$ cat config.mk
export PLATFORM = sky130hd
export DESIGN_NAME = onewire_byte_fifo
export DESIGN_NICKNAME = d
export VERILOG_FILES = /design/src/rtl/onewire_pkg.sv /design/src/rtl/onewire_fifo_ram.sv /design/src/rtl/onewire_byte_fifo.sv
export SDC_FILE = /design/constraint.sdc
export NUM_CORES = 1
export LEC_CHECK = 0
export ABC_AREA = 1
export CAP_MARGIN = 20
export CORE_UTILIZATION = 54
export DETAILED_ROUTE_END_ITERATION = 8
export PLACE_DENSITY = 0.75
export SYNTH_ARGS = -nofsm -noshare
export SYNTH_HDL_FRONTEND = slang
export SYNTH_SLANG_ARGS = --single-unit
$ cat constraint.sdc
create_clock -name clk_i -period 1.5 [get_ports clk_i]
set_clock_uncertainty 0.05 [all_clocks]
set_input_delay 0.225 -clock clk_i [delete_from_list [all_inputs] [get_ports clk_i]]
set_output_delay 0.225 -clock clk_i [all_outputs]
set_load 0.02 [all_outputs]
$ cat src/rtl/onewire_pkg.sv
`default_nettype none
// ============================================================================
// Module      : onewire_pkg
// Description : Shared widths and timing constants for the 1-wire subsystem
//               (byte FIFOs and transceiver).
// Revision    : 1.0 - initial release
// ============================================================================
package onewire_pkg;

   // Bits per buffered byte
   localparam int BYTE_W = 8;

   // log2 of the byte FIFO depth (16 entries)
   localparam int FIFO_ADDR_W = 4;

   // 5 ms at the 100 MHz system clock, used by the transceiver
   localparam logic [18:0] TIMER_5_MS = 19'd500000;

endpackage : onewire_pkg
`default_nettype wire

$ cat src/rtl/onewire_fifo_ram.sv
`default_nettype none
// ============================================================================
// Module      : onewire_fifo_ram
// Description : Simple dual-port RAM, one write port and one registered read
//               port. No reset so it maps onto block or distributed RAM.
// Revision    : 1.0 - initial release
// ============================================================================
module onewire_fifo_ram #(
   parameter int DATA_WIDTH = 8,
   parameter int ADDR_WIDTH = 4
) (
   input  logic                  clk_i,
   input  logic                  wr_en_i,
   input  logic [ADDR_WIDTH-1:0] wr_addr_i,
   input  logic [DATA_WIDTH-1:0] wr_data_i,
   input  logic                  rd_en_i,
   input  logic [ADDR_WIDTH-1:0] rd_addr_i,
   output logic [DATA_WIDTH-1:0] rd_data_o
);

   localparam int DEPTH = 2 ** ADDR_WIDTH;

   logic [DATA_WIDTH-1:0] mem_q [0:DEPTH-1];
   logic [DATA_WIDTH-1:0] rd_data_q;

   // Write port: store the byte at the write address
   always_ff @(posedge clk_i) begin
      if (wr_en_i) begin
         mem_q[wr_addr_i] <= wr_data_i;
      end
   end

   // Read port: registered, holds its value when not enabled. A read and a
   // write to the same address on one edge return the old contents.
   always_ff @(posedge clk_i) begin
      if (rd_en_i) begin
         rd_data_q <= mem_q[rd_addr_i];
      end
   end

   assign rd_data_o = rd_data_q;

endmodule : onewire_fifo_ram
`default_nettype wire

$ cat src/rtl/onewire_byte_fifo.sv
`default_nettype none
// ============================================================================
// Module      : onewire_byte_fifo
// Description : Byte FIFO between the 1-wire transceiver and the host. Level,
//               full/almost-full/empty flags and sticky overflow/underflow.
// Revision    : 1.0 - initial release
// ============================================================================
module onewire_byte_fifo
   import onewire_pkg::*;
#(
   parameter int DATA_WIDTH        = BYTE_W,
   parameter int ADDR_WIDTH        = FIFO_ADDR_W,
   parameter int ALMOST_FULL_LEVEL = 12
) (
   input  logic                  clk_i,
   input  logic                  rst_ni,
   input  logic                  wr_en_i,
   input  logic [DATA_WIDTH-1:0] wr_data_i,
   output logic                  full_o,
   output logic                  almost_full_o,
   input  logic                  rd_en_i,
   output logic [DATA_WIDTH-1:0] rd_data_o,
   output logic                  rd_valid_o,
   output logic                  empty_o,
   output logic [ADDR_WIDTH:0]   level_o,
   output logic                  overflow_o,
   output logic                  underflow_o,
   input  logic                  clear_errors_i
);

   localparam logic [ADDR_WIDTH:0] C_ONE      = (ADDR_WIDTH + 1)'(1);
   localparam logic [ADDR_WIDTH:0] C_DEPTH    = (ADDR_WIDTH + 1)'(2 ** ADDR_WIDTH);
   localparam logic [ADDR_WIDTH:0] C_AF_LEVEL = (ADDR_WIDTH + 1)'(ALMOST_FULL_LEVEL);

   logic [ADDR_WIDTH:0]   wr_ptr_q, rd_ptr_q;
   logic [ADDR_WIDTH:0]   level_q, level_d;
   logic                  empty_q, full_q, almost_full_q;
   logic                  overflow_q, overflow_d;
   logic                  underflow_q, underflow_d;
   logic                  rd_valid_q;
   logic                  rd_seen_q;
   logic                  wr_acc, rd_acc;
   logic [DATA_WIDTH-1:0] ram_rd_data;

   // A write into a full FIFO is still taken when the head leaves on the same edge
   assign wr_acc = wr_en_i & (~full_q | rd_en_i);
   assign rd_acc = rd_en_i & ~empty_q;

   onewire_fifo_ram #(
      .DATA_WIDTH (DATA_WIDTH),
      .ADDR_WIDTH (ADDR_WIDTH)
   ) u_ram (
      .clk_i     (clk_i),
      .wr_en_i   (wr_acc),
      .wr_addr_i (wr_ptr_q[ADDR_WIDTH-1:0]),
      .wr_data_i (wr_data_i),
      .rd_en_i   (rd_acc),
      .rd_addr_i (rd_ptr_q[ADDR_WIDTH-1:0]),
      .rd_data_o (ram_rd_data)
   );

   // Next occupancy and next error-flag state; a new error beats a clear
   always_comb begin
      level_d = level_q;
      if (wr_acc && !rd_acc) begin
         level_d = level_q + C_ONE;
      end else if (rd_acc && !wr_acc) begin
         level_d = level_q - C_ONE;
      end

      overflow_d = overflow_q;
      if (clear_errors_i) begin
         overflow_d = 1'b0;
      end
      if (wr_en_i && full_q && !rd_en_i) begin
         overflow_d = 1'b1;
      end

      underflow_d = underflow_q;
      if (clear_errors_i) begin
         underflow_d = 1'b0;
      end
      if (rd_en_i && empty_q) begin
         underflow_d = 1'b1;
      end
   end

   // Pointers, level, registered flags (from next level) and read strobe
   always_ff @(posedge clk_i or negedge rst_ni) begin
      if (!rst_ni) begin
         wr_ptr_q      <= '0;
         rd_ptr_q      <= '0;
         level_q       <= '0;
         empty_q       <= 1'b1;
         full_q        <= 1'b0;
         almost_full_q <= 1'b0;
         overflow_q    <= 1'b0;
         underflow_q   <= 1'b0;
         rd_valid_q    <= 1'b0;
         rd_seen_q     <= 1'b0;
      end else begin
         if (wr_acc) begin
            wr_ptr_q <= wr_ptr_q + C_ONE;
         end
         if (rd_acc) begin
            rd_ptr_q  <= rd_ptr_q + C_ONE;
            rd_seen_q <= 1'b1;
         end
         level_q       <= level_d;
         empty_q       <= (level_d == '0);
         full_q        <= (level_d == C_DEPTH);
         almost_full_q <= (level_d >= C_AF_LEVEL);
         overflow_q    <= overflow_d;
         underflow_q   <= underflow_d;
         rd_valid_q    <= rd_acc;
      end
   end

   // The RAM read register has no reset; until the first read after reset
   // the output is forced to zero by a reset-cleared register.
   assign rd_data_o     = rd_seen_q ? ram_rd_data : '0;
   assign rd_valid_o    = rd_valid_q;
   assign level_o       = level_q;
   assign empty_o       = empty_q;
   assign full_o        = full_q;
   assign almost_full_o = almost_full_q;
   assign overflow_o    = overflow_q;
   assign underflow_o   = underflow_q;

endmodule : onewire_byte_fifo
`default_nettype wire

# Word level (Yosys, flattened, before mapping)
# Memories as Yosys holds them, arrays and structs flattened. A register that Yosys moved wholly into a read port is not among the register bits.
# Cells that the tools add are included.
word_totals:
  regBits: 22
  latchBits: 0
  ramBits: 128
  mem_bits_ro: 0
  in_bits: 13
  out_inout_bits: 19
  n_memories: 1
mem_list:
  columns: ["name", "depth", "word_bits", "rd", "rd_clocked_by_memory_dff", "wr", "line_no", "rtl"]
  rows:
  - ["u_ram.mem_q", 16, 8, 1, 1, 1, "onewire_fifo_ram.sv:23", "logic [DATA_WIDTH-1:0] mem_q [0:DEPTH-1];"]
op_classes:
  n_addsub: 4
  mul: 0
  div_mod_pow: 0
  n_lt_le_gt_ge: 1
  n_eq_ne: 1
  n_shift: 0
  mux: 8
  bitwise: 5
  n_reduce_logical: 11
ops:
  columns: ["operator", "n"]
  rows:
  - ["$add 5x1->5 const B", 3]
  - ["$mux 5", 2]
  - ["$mux 8", 1]
  - ["$eq 5x5->1 const B", 1]
  - ["$ge 5x4->1 const B", 1]
  - ["$logic_and 1x1->1", 5]
  - ["$logic_not 5->1", 1]
  - ["$mux 1", 5]
  - ["$sub 5x1->5 const B", 1]
  - ["$reduce_bool 2->1", 2]
  - ["$logic_not 1->1", 3]
  - ["$and 1x1->1", 2]
  - ["$not 1->1", 2]
  - ["$or 1x1->1", 1]

# Logic depth before layout (Yosys ltp)
logic_depth:
  ltp_word: 8
  ltp_mapped: 11
  ltp_nobuf: 11

# By module
# A second synthesis with hierarchy kept.
unflattened:
  hier_cells: 679
  area_unflattened_um2: 6931.6
by_module_without_submodules:
  columns: ["module", "n_inst", "cells_per_inst", "area_each_um2"]
  rows:
  - ["onewire_fifo_ram", 1, 551, 5846.9]
  - ["onewire_byte_fifo", 1, 128, 1084.8]

# Worst setup path before layout
# Ideal clock, no wire load.
synth_timing:
  path_kind: "flip-flop to flip-flop"
  from: "register full_q, in the netlist full_o"
  to: "memory u_ram.mem_q[11][0] (enable)"
  setup_time_ps: 370
  arrival_time_ps: 1310
  required_ps: 1080
  path_slack_ps: -230
  stages_incl_launch_ff: 6
  path_buffers: 0
  synth_period_minus_slack_ps: 1730
  cell_sequence: "dfrtp_1 -> nand2_1 -> nand2_1 -> inv_1 -> nand2_1 -> nor2_1"
synth_via:
  elab_chain_cells: 5
synth_lines:
  columns: ["item", "line_no", "rtl"]
  rows:
  - ["start: declaration", "onewire_byte_fifo.sv:37", "logic empty_q, full_q, almost_full_q;"]
  - ["start signal: assignment", "onewire_byte_fifo.sv:111", "full_q <= (level_d == C_DEPTH);"]
  - ["$not 1->1", "onewire_byte_fifo.sv:46", "assign wr_acc = wr_en_i & (~full_q | rd_en_i);"]
  - ["$or 1x1->1", "onewire_byte_fifo.sv:46", null]
  - ["$and 1x1->1", "onewire_byte_fifo.sv:46", null]
  - ["$mux 1", "onewire_fifo_ram.sv:28", "if (wr_en_i) begin"]
  - ["$mux 1 (not written as such)", "onewire_fifo_ram.sv:29", "mem_q[wr_addr_i] <= wr_data_i;"]
  - ["end: declaration", "onewire_fifo_ram.sv:23", null]
# No other way between the ends.

==> metrics.md <==
| Metric | Value |
|---|---|
| Number of DRC markers in iteration 0 | 550 |
| Critical Path Start | rd_ptr_q[0] |
| Synth-to-Final Area Change | 37.9% |
| Crit path largest cell delay | around 430 ps |
| Worst R2R Path Depth | 7 |
| YS warnings | 0 |
| Die Wd | 111 microns |
| Cell Pwr Density | 2110 mW/mm^2 |
| Maxcap violations | 0 |
| Cell Rows | 39 |
| Worst path arrival time | 1880 ps |
| Slew @ Worst Pin | 429 ps |
| Rel. slew slack | 0.714 |
| Routed vias | 4858 |
| Slowest cell on the critical path | dfrtp_2 |
| Post-route DRC | 0 |
| Initial antenna violation count | 0 |
| CP startpoint kind | flip-flop |
| GRT overflow | 0 |
| H-tree levels | 4 |
| Core Box Area | ~0.011 sq mm |
| Layout cells sized above 1 | 0.347 |
| Clk root buf | clkbuf_16 |
| Antenna cell count | 0 |
| Synthesized area | 0.00640 sq mm |
| Tmin final | 1750 ps |
| Synth cell types | 27 |
| Avg Inst Size Synth | about 12 sq um |
| Maximum VDD drop | ~0.0015 V |
| Final setup margin | -251 ps |
| Drt first pass iters | 6 |
| Worst path cell trace | clkinv_4, buf_12, buf_4, o21ai_1, o221ai_4, nand3_2, nand2_1 |
| DIE HEIGHT | 111 microns |
| Syn_nets | roughly 550 |
| Nets | 647 |
| Clk_lat worst skew | 430 ps |
| DIE AREA | 0.0123 sq mm |
| DR WL/cell | around 24 microns |
| Initial Util | 0.558 |
| Failing checks | setup timing |
| Hpwl dp | about 9.6 mm |
| Leak | 0.00324 uW |
| Type of the worst min-delay path | in2async |
| Clock Path Buffers | 2 |
| Setup violations, final | 10 |
| Pin count of the biggest net entering global routing | 23 |
| CTS tree | yes |
| Final Max Slew Viols | 0 |
| PortBufs | 31 |
| ANT nets after route | 0 |
| I/O pin count | 32 |
| Max Clk Rate | 0.571 GHz |
| Via density | 6.20 |
| Final hold slack | ~110 ps |
| CTS sink count | 156 |
| Status | finished, violations left |
| Final Hold Viols | 0 |
| Total routed wirelength | ~19 mm |
| RePlAce Congestion | 0.830 |
| Final Util | 0.770 |
| Hold_buf cts | 0 |
| Seq/Total Area, Yosys | 0.716 |
| Period Utilization, post-route | 1.17 |
| CTS Buf Count | 17 |
| Critical Path Fanout Max | 8 |
| Global-route wire length before repair | 25.0 mm |
| Unrepaired setup endpoints after global routing | true |
| Fill count | 597 |
| Flops & latches, synth | 156 |
| Vias in the first global route | 4613 |
| Aggregate global-route resource usage | 0.278 |
| WP data required | around 1600 ps |
| Clk slew on worst S/H paths | 70 ps |
| R2R Path Start | rd_ptr_q[0] |
| Setup TNS Final | -1620 ps |
| Post-Syn Instances | ~530 |
| Crit path kind | reg2reg |
| Reg2reg setup slack | -250 ps |
| Critical path endpoint category | flip-flop |
-- synth_stat cells (all sizes together) --
cell type	number	area, sq um
ha	7	87.6
or2	1	6.26
dfrtp	19	475
o211ai	22	165
xor2	7	61.3
nand4	2	12.5
nor2	108	420
buf	19	98.8
xnor2	2	17.5
edfxtp	136	4080
clkinv	2	7.51
o21ai	67	335
nand3	26	135
dfstp	1	26.3
clkbuf	8	31.3
o22ai	2	12.5
nand2	57	221
inv	31	116
o221ai	10	87.6
-- metal layers --
metal | global-route usage | vias up | wire, microns
met5 | 0 | - | 0
met4 | 0.189 | 0 | 821
met3 | 0.0651 | 78 | 1880
met2 | 0.445 | 368 | 9360
met1 | 0.336 | 2336 | 6570
li1 | - | 2076 | -
-- area by class of cell --
type	count	area (sq um)	area share
inverters	33	136	0.0155
flip-flops and latches	156	4590	0.520
multi-input cells	312	2070	0.235
clock buffers	18	429	0.0486
clock inverters	14	218	0.0247
repair buffers	107	1200	0.136
well taps	143	179	0.0203
-- flip-flops by register name, summed over array words and instances, names as in the netlist --
name and count:
rd_seen_q 1, level_o 5, empty_o 1, underflow_o 1, almost_full_o 1, full_o 1, rd_valid_o 1, rd_ptr_q 4
wr_ptr_q 4, u_ram.rd_data_o 8, overflow_o 1, u_ram.mem_q 128
-- power by group --
part           internal (uW)  leakage, uW  total [uW]  switching, uW
clock network           2960     0.000307        4730           1770
logic                   3290      0.00146        8080           4790
registers               5480      0.00147        5830            348
-- worst paths after layout --
kind,to
worst max-delay path,u_ram.rd_data_o[6]
worst min-delay path,rd_ptr_q[1]
worst max register to register,u_ram.rd_data_o[6]
worst min register to register,underflow_o
max in group asynchronous,empty_o
min in group clk_i,underflow_o
-- stage by stage --
stage                     setup WS, ps  cell area, sq um  cells  total power, uW
after global routing              -327              8830    783            19300
after CTS                         -154              8390    767            17200
after detailed placement          -423              7430    722            11600
final                             -251              8830    783            18600
after floorplan                  -16.0              6540    527             9250
after global placement            -389              7430    722            11400
-- cell usage in the layout, fill, tap and decap left out, drive strengths merged --
cell type and instances:
o211ai 22, nor2 108, dlymetal6s2s 1, dlygate4sd2 6, edfxtp 136, xor2 7, buf 84, or2 1
dfrtp 19, inv 32, clkdlybuf4s15 4, nand2 57, clkinvlp 3, nand4 2, o221ai 10, o22ai 2
ha 7, clkbuf 19, dfstp 1, clkdlybuf4s50 11, nand3 27, xnor2 2, clkinv 7, o21ai 67
bufinv 5
-- logic make-up after synthesis --
family	after synthesis	synth area share
compound gates	101	0.0938
flops	156	0.716
xor+xnor	9	0.0123
simple gates	194	0.124
fa+ha+maj	7	0.0137
buf+inv	60	0.0397
-- critical path, delay by kind of cell (launching register included) --
kind,cells,cell delay [ps]
flops,1,430
compound gates,2,450
buf+inv,3,400
simple gates,2,170
-- what timing repair did --
item | CTS | global route
gates cloned | 4 | 3
pin swaps | 37 | 44
resized for setup | 128 | 98
setup buffers | 9 | 14
endpoints found under the setup margin | 126 | 150
Power figures use the tool's default switching activity.
